$ cat config.mk
export PLATFORM = sky130hd
export DESIGN_NAME = uart_tx_fifo
export DESIGN_NICKNAME = d
export VERILOG_FILES = /design/src/rtl/uart_pkg.sv /design/src/rtl/uart_fifo.sv /design/src/rtl/uart_tx_fifo.sv
export SDC_FILE = /design/constraint.sdc
export NUM_CORES = 1
export LEC_CHECK = 0
export CORE_ASPECT_RATIO = 1.2
export CORE_UTILIZATION = 50
export DETAILED_ROUTE_END_ITERATION = 8
export GPL_TIMING_DRIVEN = 1
export PLACE_DENSITY_LB_ADDON = 0.12
export SLEW_MARGIN = 10
export SYNTH_ARGS = -nofsm -noshare
export SYNTH_HDL_FRONTEND = slang
export SYNTH_HIERARCHICAL = 1
export SYNTH_SLANG_ARGS = --single-unit
export TNS_END_PERCENT = 5
$ cat constraint.sdc
create_clock -name clock_input -period 3.8 [get_ports clock_input]
set_input_delay 0.76 -clock clock_input [delete_from_list [all_inputs] [get_ports clock_input]]
set_output_delay 0.76 -clock clock_input [all_outputs]
set_load 0.05 [all_outputs]
$ cat src/rtl/uart_pkg.sv
// Shared types and constants for the UART transmitter slice.
package uart_pkg;

  typedef enum logic [2:0] {
    IDLE   = 3'd0,
    START  = 3'd1,
    DATA   = 3'd2,
    PARITY = 3'd3,
    STOP   = 3'd4
  } uart_state_e;

  localparam int   DATA_BITS  = 8;
  localparam logic IDLE_LEVEL = 1'b1;

  // Even parity: the bit that makes the total count of ones even.
  function automatic logic even_parity(input logic [DATA_BITS-1:0] data);
    return ^data;
  endfunction

endpackage

$ cat src/rtl/uart_fifo.sv
// Single-clock show-ahead byte FIFO; pop_data always presents the current head.
module uart_fifo
  import uart_pkg::*;
#(
  parameter int FIFO_DEPTH = 8
) (
  input  logic                          clock_input,
  input  logic                          reset,
  input  logic                          push,
  input  logic [DATA_BITS-1:0]          push_data,
  input  logic                          pop,
  output logic [DATA_BITS-1:0]          pop_data,
  output logic [$clog2(FIFO_DEPTH):0]   count
);

  localparam int AW = $clog2(FIFO_DEPTH);
  localparam int CW = AW + 1;

  logic [DATA_BITS-1:0] mem_r [FIFO_DEPTH];
  logic [AW-1:0]        wr_ptr_r;
  logic [AW-1:0]        rd_ptr_r;
  logic [CW-1:0]        count_r;

  // Storage array; only the pointers are reset, which flushes the contents.
  always_ff @(posedge clock_input) begin
    if (push) begin
      mem_r[wr_ptr_r] <= push_data;
    end
  end

  // Pointers wrap naturally because the depth is a power of two.
  always_ff @(posedge clock_input) begin
    if (reset) begin
      wr_ptr_r <= {AW{1'b0}};
      rd_ptr_r <= {AW{1'b0}};
    end else begin
      if (push) wr_ptr_r <= wr_ptr_r + {{(AW-1){1'b0}}, 1'b1};
      if (pop)  rd_ptr_r <= rd_ptr_r + {{(AW-1){1'b0}}, 1'b1};
    end
  end

  // Occupancy; a simultaneous push and pop leaves it unchanged.
  always_ff @(posedge clock_input) begin
    if (reset) begin
      count_r <= {CW{1'b0}};
    end else begin
      case ({push, pop})
        2'b10:   count_r <= count_r + {{(CW-1){1'b0}}, 1'b1};
        2'b01:   count_r <= count_r - {{(CW-1){1'b0}}, 1'b1};
        default: count_r <= count_r;
      endcase
    end
  end

  assign pop_data = mem_r[rd_ptr_r];
  assign count    = count_r;

endmodule

$ cat src/rtl/uart_tx_fifo.sv
// Buffered UART transmitter: 8N1 frames, or 8E1 when UART_TX_PARITY_EN is defined.
module uart_tx_fifo
  import uart_pkg::*;
#(
  parameter int CLOCK_DIV  = 69,
  parameter int FIFO_DEPTH = 8
) (
  input  logic                        clock_input,
  input  logic                        reset,
  input  logic [7:0]                  write_data,
  input  logic                        write_valid,
  output logic                        write_ready,
  output logic                        tx,
  output logic                        busy,
  output logic [$clog2(FIFO_DEPTH):0] fifo_count
);

  localparam int                CW         = $clog2(FIFO_DEPTH) + 1;
  localparam logic [15:0]       BAUD_LAST  = 16'(CLOCK_DIV - 1);
  localparam logic [CW-1:0]     FULL_COUNT = CW'(FIFO_DEPTH);
  localparam logic [2:0]        LAST_BIT   = 3'(DATA_BITS - 1);

  uart_state_e          state_r;
  logic [15:0]          baud_cnt_r;
  logic [2:0]           bit_idx_r;
  logic [DATA_BITS-1:0] shift_r;
  logic                 tx_r;
`ifdef UART_TX_PARITY_EN
  logic                 parity_r;
`endif

  logic [CW-1:0]        count_s;
  logic [DATA_BITS-1:0] head_s;
  logic                 push_s;
  logic                 pop_s;
  logic                 baud_tc_s;
  logic                 nonempty_s;

  assign write_ready = (count_s != FULL_COUNT);
  assign push_s      = write_valid & write_ready;
  assign nonempty_s  = (count_s != {CW{1'b0}});
  assign baud_tc_s   = (baud_cnt_r == BAUD_LAST);

  uart_fifo #(.FIFO_DEPTH(FIFO_DEPTH)) u_fifo (
    .clock_input (clock_input),
    .reset       (reset),
    .push        (push_s),
    .push_data   (write_data),
    .pop         (pop_s),
    .pop_data    (head_s),
    .count       (count_s)
  );

  // Pop from IDLE as soon as data exists, or at the end of STOP for back-to-back frames.
  always_comb begin
    pop_s = 1'b0;
    case (state_r)
      IDLE:    pop_s = nonempty_s;
      STOP:    pop_s = baud_tc_s & nonempty_s;
      default: pop_s = 1'b0;
    endcase
  end

  // Frame sequencer; tx_r is loaded with the level of the state being entered.
  always_ff @(posedge clock_input) begin
    if (reset) begin
      state_r    <= IDLE;
      baud_cnt_r <= 16'd0;
      bit_idx_r  <= 3'd0;
      shift_r    <= {DATA_BITS{1'b0}};
      tx_r       <= IDLE_LEVEL;
`ifdef UART_TX_PARITY_EN
      parity_r   <= 1'b0;
`endif
    end else begin
      case (state_r)
        IDLE: begin
          tx_r <= IDLE_LEVEL;
          if (pop_s) begin
            shift_r    <= head_s;
`ifdef UART_TX_PARITY_EN
            parity_r   <= even_parity(head_s);
`endif
            baud_cnt_r <= 16'd0;
            state_r    <= START;
            tx_r       <= 1'b0;
          end
        end
        START: begin
          if (baud_tc_s) begin
            baud_cnt_r <= 16'd0;
            bit_idx_r  <= 3'd0;
            state_r    <= DATA;
            tx_r       <= shift_r[0];
          end else begin
            baud_cnt_r <= baud_cnt_r + 16'd1;
          end
        end
        DATA: begin
          if (baud_tc_s) begin
            baud_cnt_r <= 16'd0;
            if (bit_idx_r == LAST_BIT) begin
`ifdef UART_TX_PARITY_EN
              state_r <= PARITY;
              tx_r    <= parity_r;
`else
              state_r <= STOP;
              tx_r    <= IDLE_LEVEL;
`endif
            end else begin
              bit_idx_r <= bit_idx_r + 3'd1;
              tx_r      <= shift_r[bit_idx_r + 3'd1];
            end
          end else begin
            baud_cnt_r <= baud_cnt_r + 16'd1;
          end
        end
`ifdef UART_TX_PARITY_EN
        PARITY: begin
          if (baud_tc_s) begin
            baud_cnt_r <= 16'd0;
            state_r    <= STOP;
            tx_r       <= IDLE_LEVEL;
          end else begin
            baud_cnt_r <= baud_cnt_r + 16'd1;
          end
        end
`endif
        STOP: begin
          if (baud_tc_s) begin
            baud_cnt_r <= 16'd0;
            if (pop_s) begin
              shift_r  <= head_s;
`ifdef UART_TX_PARITY_EN
              parity_r <= even_parity(head_s);
`endif
              state_r  <= START;
              tx_r     <= 1'b0;
            end else begin
              state_r  <= IDLE;
              tx_r     <= IDLE_LEVEL;
            end
          end else begin
            baud_cnt_r <= baud_cnt_r + 16'd1;
          end
        end
        default: begin
          state_r    <= IDLE;
          baud_cnt_r <= 16'd0;
          tx_r       <= IDLE_LEVEL;
        end
      endcase
    end
  end

  assign tx         = tx_r;
  assign busy       = (state_r != IDLE) | nonempty_s;
  assign fifo_count = count_s;

endmodule
==> results of run 1 <==
-- sequential cells by signal, summed over array words and instances, names as in the netlist, named ones only --
| signal | cells |
|---|---|
| u_fifo/rd_ptr_r | 3 |
| shift_r | 8 |
| state_r | 3 |
| u_fifo/count | 4 |
| u_fifo/wr_ptr_r | 3 |
| tx | 1 |
| u_fifo/mem_r | 64 |
| bit_idx_r | 3 |
| baud_cnt_r | 16 |
-- metrics by stage --
stage | utilization, % | cell area, um2
global placement | 55.2 | 5060
floorplan | - | 4800
detailed placement | 55.2 | 5060
CTS | 57.2 | 5250
finish | 57.2 | 5250
global route | 57.2 | 5250
-- worst max path at each step --
stage / startpoint / to / slack [ns] / cells after the start
2_1_floorplan: u_fifo/count[1] / u_fifo/count[3] / 0.82 / 10
3_3_place_gp: write_valid / u_fifo/count[3] / 0.89 / 8
3_5_place_dp: baud_cnt_r[0] / u_fifo/count[3] / 0.81 / 11
4_1_cts: u_fifo/count[1] / busy / 0.54 / 4
5_1_grt: u_fifo/count[1] / busy / 0.48 / 4
6_report: u_fifo/count[1] / busy / 0.57 / 4
-- routing by layer --
metal  routed length, um  up-vias  track usage, %  share of wire (%)
met2                4420       19            33.0                 53
met4                 116        0            7.26                1.4
met5                   0        -               0                  0
met1                3650     1334            20.7                 44
met3                 133       10            2.77                1.6
li1                    -     1361               -                  -
-- area by class of cell --
type	instances	share of cell area [%]
tap	120	2.86
clock inverter	7	1.14
inverter	10	0.715
clock buffer	9	2.36
timing repair buffer	28	4.82
sequential	108	53.4
multi-input combinational	216	34.7
-- logic make-up (layout without fill, tap and decap cells) --
kind of cell,after synthesis,count (layout),synth area share (%)
fa+ha+maj,9,9,2.35
simple gates,115,115,12.6
flops,108,108,58.4
compound gates,31,31,4.90
mux,41,41,14.4
buf+inv,27,54,3.68
xor+xnor,20,20,3.65
-- cells in the mapped netlist, types with 8 or more instances --
library cell | instances | area [um2]
ha_1 | 9 | 113
xor2_1 | 9 | 78.8
xnor2_1 | 11 | 96.3
mux2i_1 | 14 | 140
nor2_1 | 41 | 154
mux2_2 | 10 | 113
nor3_1 | 13 | 65.1
mux4_1 | 15 | 394
dfxtp_1 | 44 | 881
edfxtp_1 | 64 | 1920
nand2_1 | 16 | 60.1
a21oi_1 | 8 | 40.0
inv_1 | 9 | 33.8
-- power by group through the flow --
stage	Sequential, mW	Clock [mW]	Combinational (mW)
finish	1.51	0.652	0.975
global route	1.53	0.715	1.07
CTS	1.51	0.676	0.987
detailed placement	1.54	0	0.981
global placement	1.53	0	0.961
floorplan	1.52	0	0.806
-- critical path, delay by kind of cell (launching register included) --
| kind | cells | cell delay [ns] |
|---|---|---|
| AND/OR/NAND/NOR | 2 | 0.90 |
| flip-flops | 1 | 0.40 |
| buffers and inverters | 2 | 0.80 |
==> out/results.txt, run 1 <==
max-cap viol count: 0
CTS tree: built
drt via density: 5.47
switch share: 34.2%
# DRC: 0
area delta synth->final: 9.34%
crit path cell chain: or4_4 -> nor2_4 -> inv_2 -> clkdlybuf4s50_1
pre-CTS WS: 0.808 ns
Worst Hold Depth: 2
1st-iter DRT viols: 75
IO Count: 18
Clock Latency Late Sink: 0.36 ns
commonest cells after routing, fill and taps aside: 64 x edfxtp_1, 44 x dfxtp_1, 41 x nor2_1, 17 x clkdlybuf4s50_1, 16 x nand2_1
# rows: 38
Max H-tree Level: 3
sequential standard cell area: 2800 um2
R2R Setup Slk: 0.80 ns
most common cell after layout, fill and taps aside: edfxtp_1
Slowest cell on crit path: clkdlybuf4s50_1
Finished Layout Cells: 498
Routed Wire Length: 8.32 mm
placed cell count: 482
critical path peak fanout: 8
unrepaired setup endpoints after global routing: no
CP Class: reg -> out
cell internal pwr: 2.06 mW
part of the cycle the worst path needs: 84.9%
first-pass GRT wire length: 13.2 mm
syn nets: 371
Max Slew Vio Count: 0
Rel. slew slack: 40.6%
Post-synth ARST share: 0%
Tightest Pin Transition: 0.890 ns
CP startpoint kind: flop
Reg2Reg Depth: 11
worst-case clock buffer depth: 2
RD Place Congestion: 0.783
core area: 9180 um2
setup ws final: 0.573 ns
number of global-route vias before repair: 2,694
warnings from Yosys: 6
DRT Pass-1 Iters: 4
Peak Freq: 310 MHz
Die Width: 91.4 um
P_leak: 1.74 nW
clk sinks: 108
# setup viols final: 0
outcome: complete, no violations
Hold Crit Class: reg -> reg
Detail Placement HPWL: 5.49 mm
total global-route track usage: 17.8%
Pwr Total: 3.13 mW
Min Hold Slack: 0.466 ns
Cells after Synth: 351
clock slew at reported path FFs: 0.11 ns
TNS Setup: 0 ns
die area: 9990 um2
PostCTS Resize Cnt: 0
Avg WL per Cell: 16.7 um
post-synthesis sequential area ratio: 58.4%
final net count: 393
origin of the critical flop-to-flop path: baud_cnt_r[0]
largest net degree at the start of global routing: 24
Hold Path End: bit_idx_r[2]
pwr dens: 597 nW/um2
Synth Cell Area: 4800 um2
FILL cells: 761
Yosys reg bits: 108
CP required: 3.04 ns
Synth Area per Inst: 13.7 um2
dominant synthesized flop cell: edfxtp_1
initial antenna violation count: 0
R2R Path End: u_fifo/count[3]
port bufs: 17
layout cells sized above 1: 13.2%
Netlist cell types: 55
fin crit period: 3.23 ns
die height: 109 um
Root Driver: clkbuf_8
diodes inserted: 0
largest stage delay on the critical path: 0.70 ns
post-CTS setup buffer count: 0
Setup Skew: 0.0122 ns
P_sw: 1.07 mW
hold_sp: bit_idx_r[2]
post-route ant nets: 0
Comb pwr share: 31.1%
multi-input combinational cell area: 1820 um2
CP Capture Type: primary output
VDD IR max: 281 uV
TritonCTS buffer count: 9
starting density of the core: 52.3%
via count: 2,724
Critical Path AT: 2.47 ns
hold buffers post-CTS: 0
Post-synth EDFFs: 64
Clk network pwr share: 20.8%
endpoints failing hold: 0
total global routing overflow: 0
register share of total power: 48.1%
Power figures use the tool's default switching activity.
==> run 2: changes to the inputs <==
clock period = 2.75 ns   (was 3.8 ns; I/O delays follow)
==> run 2 against run 1 <==
  * Largest cell class unchanged
  * Flip-flop and latch count did not move
  * First-iteration DRC count rose by 8.0%
  * Cell count rose by 1.8%
  * Sequential share of layout area fell by 1.1 points
  * Largest power group unchanged
  * Global-route usage rose by 0.65 points
  * Highest routed layer unchanged
  * Critical path type is now reg -> reg
  * Combinational power rose by 51%
==> out/results.txt, run 2 (same netlist as run 1, synthesis figures left out) <==
number of global-route vias before repair: 2,727 (+1.2%)
max-cap viol count: 0 (unchanged)
fin crit period: 2.60 ns
CP Class: reg -> reg
most common cell after layout, fill and taps aside: edfxtp_1
DRT Pass-1 Iters: 4 (unchanged)
Clk network pwr share: 22.5% (+1.7 points)
die height: 109 um (unchanged)
TNS Setup: 0 ns (unchanged)
P_sw: 1.53 mW (+43%)
Routed Wire Length: 8.43 mm (+1.4%)
Top reg by flops: u_fifo/mem_r
first-pass GRT wire length: 13.7 mm (+3.7%)
FILL cells: 742 (-2.5%)
Tightest Pin Transition: 0.657 ns (-0.233 ns)
largest net degree at the start of global routing: 21 (-13%)
hold_sp: bit_idx_r[2]
Rel. slew slack: 56.1% (+16 points)
Max H-tree Level: 3 (unchanged)
Detail Placement HPWL: 5.54 mm (+0.95%)
TritonCTS buffer count: 9 (unchanged)
Max Slew Vio Count: 0 (unchanged)
critical path peak fanout: 5 (-3)
Largest register FFs: 64 (unchanged)
Peak Freq: 385 MHz
origin of the critical flop-to-flop path: baud_cnt_r[0]
initial antenna violation count: 0 (unchanged)
Critical Path AT: 2.87 ns (+0.40 ns)
Clock Latency Late Sink: 0.37 ns (about the same)
clk sinks: 108 (unchanged)
1st-iter DRT viols: 81 (+8.0%)
setup ws final: 0.150 ns (-0.423 ns)
Die Width: 91.4 um (unchanged)
core area: 9180 um2 (unchanged)
commonest cells after routing, fill and taps aside: 64 x edfxtp_1, 41 x nor2_1, 40 x dfxtp_1, 21 x buf_4, 16 x clkdlybuf4s50_1
Hold Crit Class: reg -> reg
# DRC: 0 (unchanged)
Post-DP Area: 5130 um2 (+1.4%)
hold buffers post-CTS: 0 (unchanged)
R2R Path End: u_fifo/count[3]
RD Place Congestion: 0.800 (+2.2%)
Worst Hold Depth: 2 (unchanged)
worst-case clock buffer depth: 2 (unchanged)
CP startpoint kind: flop
switch share: 33.6% (-0.57 points)
Root Driver: clkbuf_8
pwr dens: 845 nW/um2 (+41%)
outcome: complete, no violations
total global routing overflow: 0 (unchanged)
final net count: 402 (+2.3%)
layout cells sized above 1: 18.1% (+4.9 points)
Hold Path End: bit_idx_r[2]
CP Capture Type: flop
CTS tree: built
Pwr Total: 4.55 mW (+45%)
IO Count: 18 (unchanged)
total global-route track usage: 18.5% (+0.65 points)
Min Hold Slack: 0.468 ns (+0.00182 ns)
# rows: 38 (unchanged)
Setup Skew: 0.0142 ns (+0.00206 ns)
die area: 9990 um2 (unchanged)
Reg2Reg Depth: 11 (unchanged)
via count: 2,794 (+2.6%)
R2R Setup Slk: 0.15 ns (-0.65 ns)
area delta synth->final: 12.1%
drt via density: 5.51 (+0.75%)
diodes inserted: 0 (unchanged)
cell internal pwr: 3.02 mW (+46%)
Avg WL per Cell: 16.6 um (-0.38%)
endpoints failing hold: 0 (unchanged)
# setup viols final: 0 (unchanged)
port bufs: 17 (unchanged)
register share of total power: 45.0% (-3.1 points)
design area: 5380 um2 (+2.6%)
CP required: 3.02 ns (-0.02 ns)
clock slew at reported path FFs: 0.11 ns (about the same)
P_leak: 1.81 nW (+3.9%)
pre-CTS WS: 0.0422 ns (-0.765 ns)
Comb pwr share: 32.4% (+1.3 points)
Largest regs: u_fifo/mem_r x64, baud_cnt_r x16, shift_r x8
part of the cycle the worst path needs: 94.6%
starting density of the core: 52.3% (unchanged)
post-route ant nets: 0 (unchanged)
VDD IR max: 396 uV (+41%)
## run 2: worst max-delay path by stage
stage                               start               to  depth (start not counted)
after CTS                   baud_cnt_r[0]  u_fifo/count[3]                         10
final                       baud_cnt_r[0]  u_fifo/count[3]                         11
after detailed placement    baud_cnt_r[0]  u_fifo/count[3]                         10
after floorplan           u_fifo/count[1]  u_fifo/count[3]                         11
after global routing        baud_cnt_r[0]  u_fifo/count[2]                         13
after global placement      baud_cnt_r[0]  u_fifo/count[3]                         10
## run 2: layout make-up
cell class                      instances  area (um2)  share of cell area (%)
Clock inverter                          7        87.6                    1.63
Multi-Input combinational cell        216        1850                    34.4
Timing Repair Buffer                   37         318                    5.91
Sequential cell                       108        2810                    52.3
Tap cell                              120         150                    2.79
Clock buffer                            9         124                    2.30
Inverter                               10        37.5                   0.698
## run 2: metrics by stage
step           cells  util, %
6_report         507     58.6
5_1_grt          507     58.6
4_1_cts          506     58.2
3_5_place_dp     490     55.9
3_3_place_gp     490     55.9
2_1_floorplan    351        -
## run 2: layer usage
metal | wire (um) | global-route usage [%] | vias up | share of wire [%]
met5 | 0 | 0 | - | 0
met4 | 160 | 7.82 | 0 | 1.9
met3 | 224 | 4.01 | 13 | 2.7
met2 | 4400 | 33.2 | 40 | 52
li1 | - | - | 1377 | -
met1 | 3650 | 21.4 | 1364 | 43
## run 2: timing repair
item | CTS | global route
setup endpoints to repair | 0 | 2
setup buffers | 0 | 1
resized for setup | 0 | 6
## run 2: critical path: stages (launching register included)
cell      delay, ns
dfxtp_1        0.33
inv_1          0.08
ha_1           0.14
nor4bb_2       0.27
nand4_1        0.22
a21oi_2        0.24
buf_4          0.15
ha_4           0.15
nand2_1        0.05
mux2_2         0.25
o41ai_1        0.26
mux2_2         0.37
## run 2: power groups by stage
stage | sequential (mW) | combinational (mW) | clock, mW
2_1_floorplan | 2.12 | 1.12 | 0
3_3_place_gp | 2.08 | 1.41 | 0
3_5_place_dp | 2.09 | 1.44 | 0
4_1_cts | 2.05 | 1.44 | 1.06
5_1_grt | 2.08 | 1.61 | 1.13
6_report | 2.05 | 1.47 | 1.02
